### src/rtl/rng_arbiter.sv
// rng_arbiter: round-robin sharing of one 16-bit Galois LFSR, deliveries spaced by at least GAP steps.
// Optional RNG_ZERO_GUARD_EN: an all-zero LFSR state or zero reseed is replaced by RESET_SEED.
module rng_arbiter #(
    parameter int          NUM_REQ    = 4,
    parameter int          GAP        = 16,
    parameter logic [15:0] RESET_SEED = 16'hABCD
) (
    input  logic               clk_in,
    input  logic               rst_n_in,
    input  logic [NUM_REQ-1:0] req_in,
    input  logic [15:0]        seed_in,
    input  logic               seed_load_in,
    output logic [NUM_REQ-1:0] gnt_out,
    output logic [15:0]        rand_out,
    output logic               rand_valid_out,
    output logic               busy_out
);
    localparam int            PW       = $clog2(NUM_REQ);
    localparam logic [7:0]    GAP_C    = 8'(GAP);
    localparam logic [PW-1:0] LAST_RST = PW'(NUM_REQ - 1);

    logic [15:0]        lfsr_q, lfsr_d, lfsr_raw, lfsr_step, seed_eff;
    logic [7:0]         step_cnt_q, step_cnt_d;
    logic [PW-1:0]      last_ptr_q, last_ptr_d, winner, idx;
    logic [NUM_REQ-1:0] gnt_q, gnt_d;
    logic [15:0]        rand_q, rand_d;
    logic               valid_q, valid_d, grant;

    assign lfsr_raw = {lfsr_q[15] ^ lfsr_q[14], lfsr_q[13:2], lfsr_q[1] ^ lfsr_q[15], lfsr_q[0], lfsr_q[15]};
`ifdef RNG_ZERO_GUARD_EN
    assign lfsr_step = (lfsr_q == '0) ? RESET_SEED : lfsr_raw;
    assign seed_eff  = (seed_in == '0) ? RESET_SEED : seed_in;
`else
    assign lfsr_step = lfsr_raw;
    assign seed_eff  = seed_in;
`endif

    // Scan farthest-first so the nearest requester after last_ptr overwrites the winner.
    always_comb begin
        winner = last_ptr_q;
        idx    = '0;
        for (int k = NUM_REQ; k >= 1; k--) begin
            idx = PW'((int'(last_ptr_q) + k) % NUM_REQ);
            if (req_in[idx]) winner = idx;
        end
    end

    assign grant = !seed_load_in && (step_cnt_q == GAP_C) && (|req_in);

    always_comb begin
        step_cnt_d = (grant || seed_load_in) ? '0 : ((step_cnt_q == GAP_C) ? step_cnt_q : step_cnt_q + 8'd1);
        lfsr_d     = seed_load_in ? seed_eff : lfsr_step;
        last_ptr_d = grant ? winner : last_ptr_q;
        gnt_d      = grant ? (NUM_REQ'(1) << winner) : '0;
        valid_d    = grant;
        rand_d     = grant ? lfsr_q : rand_q;
    end

    always_ff @(posedge clk_in) begin
        if (!rst_n_in) begin
            lfsr_q     <= RESET_SEED;
            step_cnt_q <= '0;
            last_ptr_q <= LAST_RST;
            gnt_q      <= '0;
            valid_q    <= 1'b0;
            rand_q     <= '0;
        end else begin
            lfsr_q     <= lfsr_d;
            step_cnt_q <= step_cnt_d;
            last_ptr_q <= last_ptr_d;
            gnt_q      <= gnt_d;
            valid_q    <= valid_d;
            rand_q     <= rand_d;
        end
    end

    assign gnt_out        = gnt_q;
    assign rand_out       = rand_q;
    assign rand_valid_out = valid_q;
    assign busy_out       = step_cnt_q < GAP_C;
endmodule

### config.mk
export PLATFORM = sky130hd
export DESIGN_NAME = rng_arbiter
export DESIGN_NICKNAME = d
export VERILOG_FILES = /design/src/rtl/rng_arbiter.sv
export SDC_FILE = /design/constraint.sdc
export NUM_CORES = 1
export LEC_CHECK = 0
export ABC_AREA = 1
export BUFFER_PORTS_ARGS = -buffer_cell sky130_fd_sc_hd__buf_2
export CORE_ASPECT_RATIO = 0.7
export CORE_MARGIN = 2
export CORE_UTILIZATION = 40
export CTS_CLUSTER_SIZE = 16
export DETAILED_ROUTE_END_ITERATION = 8
export MAX_ROUTING_LAYER = met4
export PLACE_DENSITY = 0.63
export SETUP_SLACK_MARGIN = 0.4
export SYNTH_ARGS = -nofsm -noshare
export SYNTH_HDL_FRONTEND = slang
export SYNTH_SLANG_ARGS = --single-unit
### constraint.sdc
create_clock -name clk_in -period 2.3 [get_ports clk_in]
set_input_delay 0.23 -clock clk_in [delete_from_list [all_inputs] [get_ports clk_in]]
set_output_delay 0.23 -clock clk_in [all_outputs]
set_load 0.05 [all_outputs]
== Word-level counts from Yosys, hierarchy flattened ==
Cells that the tools add are included.
Storage, ports and cells
  bits in registers: 47
  bits in latches: 0
  memory bits (writable): 0
  ROM bits: 0
  input port bits: 23
  output and inout port bits: 22
  logic and storage cells: 41
  memories kept: 0
Cells by class
  add/sub/neg operators: 5
  multiply operators: 0
  divide/modulo/power cells: 0
  $lt $le $gt $ge: 5
  eq/ne operators: 1
  shift-type cells: 1
  mux-type cells: 13
  bitwise operators: 3
  reductions and logical operators: 7
Operator list (count)
  $mux 16: 1
  $lt 2x3->1 const B: 4
  $add 8x1->8 const B: 1
  $bmux 1 s2: 4
  $eq 8x5->1 const B: 1
  $lt 8x5->1 const B: 1
  $mux 2: 4
  $add 2x1->2 const B: 2
  $add 2x2->2 const B: 2
  $mux 1: 4
  $reduce_or 4->1: 1
  $shl 1x2->4 const A: 1
  $logic_and 1x1->1: 2
  $reduce_and 2->1: 1
  $reduce_or 2->1: 1
  $xor 1x1->1: 2
  $logic_not 1->1: 1
  $logic_or 1x1->1: 1
  $not 1->1: 1

== Longest topological paths before layout ==
  depth after elaboration: 8
  gate-level depth with buffers: 11
  mapped depth without buffers: 11

== Least setup slack after synthesis ==
No wires, ideal clock.
  path type: register to output
  start: reg step_cnt_q[7]
  end: out busy_out
  arrival: 1.870 ns
  required time: 2.070 ns
  slack: 0.200 ns
  stages on the path, launching flop included: 2
  buffers on the path: 0
  cell sequence: dfxtp_1 > nor4_1
Between the ends
  longest elaborated chain between the ends: 1
Ends and longest elaborated chain
  from (decl): line 23  | logic [7:0] step_cnt_q, step_cnt_d;
  from (signal assigned): line 69  | step_cnt_q <= step_cnt_d;
  $lt 8x5->1: line 80  | assign busy_out = step_cnt_q < GAP_C;
  to (decl): line 16  | output logic busy_out
Every way passes these cells.

== Worst setup path in the final report ==
  start: reg step_cnt_q[0]
  end: reg last_ptr_q[1]
Between the ends
  longest elaborated chain between the ends: 3
Ends and longest elaborated chain
  $eq 8x5->1: line 48  | assign grant = !seed_load_in && (step_cnt_q == GAP_C) && (|req_in);
  $logic_and 1x1->1 (2 in series): line 48
  to (signal assigned): line 70  | last_ptr_q <= last_ptr_d;
  to (decl): line 24  | logic [PW-1:0] last_ptr_q, last_ptr_d, winner, idx;
Every way passes these cells.
A chain may end at the register's enable or synchronous reset.

==> results_dict.tcl <==
set metrics [dict create \
    cts_sinks 47 \
    hold_path_end "lfsr_q[7]" \
    netSwitchingFraction 0.2265 \
    slew_headroom 0.6713 \
    hold_path.class "input pin to flop" \
    synth_warnings 0 \
    timing.setup.tns_ns 0 \
    drv_slew 0 \
    r2r_slack_ns 0.64 \
    required_ns 2.48 \
    io_buffers 44 \
    root_buffer "clkbuf_8" \
    die_h_um 62.60 \
    drtAntennaViolNets 0 \
    nets 332 \
    final_cell_mix "nand2_1 (65), dfxtp_1 (47), buf_2 (44)" \
    cts_made_buffers 5 \
    timing.rr.end "last_ptr_q[1]" \
    cp-start-kind "flop" \
    synth_seq_cells 47 \
    rows 21 \
    layout-drive-gt1-share 0.2403 \
    coreArea_um2 4756 \
    areaGrowthSynthToFinish_pct 19.52 \
    path_max_fanout 18 \
    grt_first_pass_wirelength_um 7134 \
    grt_pass1_vias 1532 \
    htreeDepth 2 \
    initial_utilization 0.4125 \
    combPwrFrac 0.062 \
    gr-total-overflow 0 \
    fmax_mhz 600.8 \
    n_fill_cell 481 \
    num_antenna_cells 0 \
    internal-power_uw 1197 \
    period_share 0.7237 \
    rsz0062_at_grt "false" \
    antenna_found_initial 0 \
    drt_wl_total_um 4243 \
    p_switching_uw 350.3 \
    r2r-start "step_cnt_q[0]" \
    cp.arrival_ns 1.85 \
    synth-seq-area-share 0.4796 \
    max-clock-path-buffers 2 \
    synth_area_um2 1962 \
    layout_commonest_cell "nand2_1" \
    dieArea_um2 5490 \
    drc 0 \
    boundaryPins 45 \
    hp-start "seed_in[7]" \
    dp_hpwl_um 3018 \
    hold_violations 0 \
    p_seq_frac 0.550 \
    place_inst 369 \
    tightest_slew_ns 0.4931 \
    post_cts_buffers 0 \
    die_w_um 87.71 \
    dr.pass1.iters 4 \
    critical_path.startpoint "step_cnt_q[0]" \
    drv_cap 0 \
    avgViaCountPerCell 4.592 \
    ir_drop_mv 0.2911 \
    holdPathStages 3 \
    setup_viol 0 \
    cts_tree "yes" \
    finClkSkew_ns 0.001983 \
    p_leak_uw 0.001143 \
    gp_congestion 0.8221 \
    num_vias 1731 \
    grt_max_degree 25 \
    seqCellArea_um2 940.9 \
    clkPwrFrac 0.388 \
    status "finished clean" \
    syn_nets 288 \
    grt_usage 0.1699 \
    clk_latency_ns 0.29 \
    instances_no_fill 377 \
    yosysUniqueCellTypes 28 \
    cts_resized 0 \
    synth_cells 263 \
    path_class "flop to flop" \
    path_clk_slew_ns 0.09 \
    final.min_clock_period_ns 1.665 \
    drt_iter0_drc 78 \
    r2r_cells 9 \
    avgSynthCellArea_um2 7.460 \
    multi_input_area_um2 884.6 \
    critPathCaptureType "flop" \
    p_per_area_nw_per_um2 659.8 \
    wl_per_cell_um 11.25 \
    ctsHoldBuffers 0 \
]
[final cells by class]
class,count,share of cell area
repair buffers,46,0.1003
flip-flops and latches,47,0.4013
clock buffers,5,0.02935
well taps,69,0.03682
multi-input cells,185,0.3773
clock inverters,3,0.01868
inverters,22,0.03629
[routing by layer]
metal,track usage,share of wire,vias to the layer above
met5,-,0,-
met4,0.04615,0.0042,0
met3,0.03963,0.037,2
met2,0.2282,0.41,31
met1,0.2533,0.55,776
li1,-,-,922
[cell usage after synthesis, drive strengths merged]
library cell | n | share of area
a21oi | 12 | 0.034
nand3 | 19 | 0.051
nor2 | 48 | 0.11
nor3 | 1 | 0.0025
dfxtp | 47 | 0.48
o21ai | 31 | 0.085
or2 | 1 | 0.0032
xnor2 | 1 | 0.0045
ha | 2 | 0.013
nor3b | 1 | 0.0038
nor4 | 1 | 0.0032
inv | 22 | 0.043
nand2 | 66 | 0.13
buf | 6 | 0.024
nand4 | 1 | 0.0032
o21bai | 1 | 0.0038
clkbuf | 3 | 0.0057
[worst max-delay path, stage by stage (launching register included)]
cell and delay (ns):
dfxtp_1 0.36, inv_1 0.08, ha_1 0.18, nand3_2 0.13, nor2_4 0.18, o21ai_4 0.10
nor2_8 0.23, inv_4 0.14, nand2_1 0.08, nand3_1 0.07
[cells by family (layout without fill, tap and decap cells)]
kind of cell,count (synthesis),after routing,synth area share
fa+ha+maj,2,2,0.01275
xor+xnor,1,1,0.004465
compound gates,44,44,0.1231
buf+inv,31,76,0.07270
flops,47,47,0.4796
simple gates,138,138,0.3074
[stage by stage]
| stage | setup slack, ns | hold WS, ns | utilization | total power [uW] | instance area [um^2] |
|---|---|---|---|---|---|
| final | 0.6355 | 0.1391 | 0.4930 | 1547 | 2345 |
| after global routing | 0.4569 | 0.1462 | 0.4930 | 1617 | 2345 |
| after CTS | 0.6265 | 0.1325 | 0.4930 | 1563 | 2345 |
| after detailed placement | 0.6421 | 0.4436 | 0.4694 | 964.8 | 2232 |
| after global placement | 0.7251 | 0.4417 | 0.4694 | 964.1 | 2232 |
| after floorplan | 0.7743 | 0.3545 | - | 924.0 | 1968 |
[how the worst max path moves through the flow]
stage / end / slack (ns) / cells past startpoint
after floorplan: busy_out / 0.77 / 1
after global routing: rand_out[14] / 0.46 / 9
after CTS: last_ptr_q[1] / 0.63 / 9
after detailed placement: last_ptr_q[1] / 0.64 / 9
after global placement: last_ptr_q[1] / 0.73 / 9
final: last_ptr_q[1] / 0.64 / 9
[power by group through the flow]
stage          clock [uW]  combinational, uW  sequential (uW)
2_1_floorplan           0               58.1              866
3_3_place_gp            0               94.8              869
3_5_place_dp            0               95.6              869
4_1_cts               616               96.2              850
5_1_grt               651                112              854
6_report              601               96.1              850
[sequential cells by signal (all words and copies together) (netlist names)]
register / count
gnt_out: 4
last_ptr_q: 2
lfsr_q: 16
rand_out: 16
rand_valid_out: 1
step_cnt_q: 8
No activity file was read; power rests on OpenSTA's default activity.
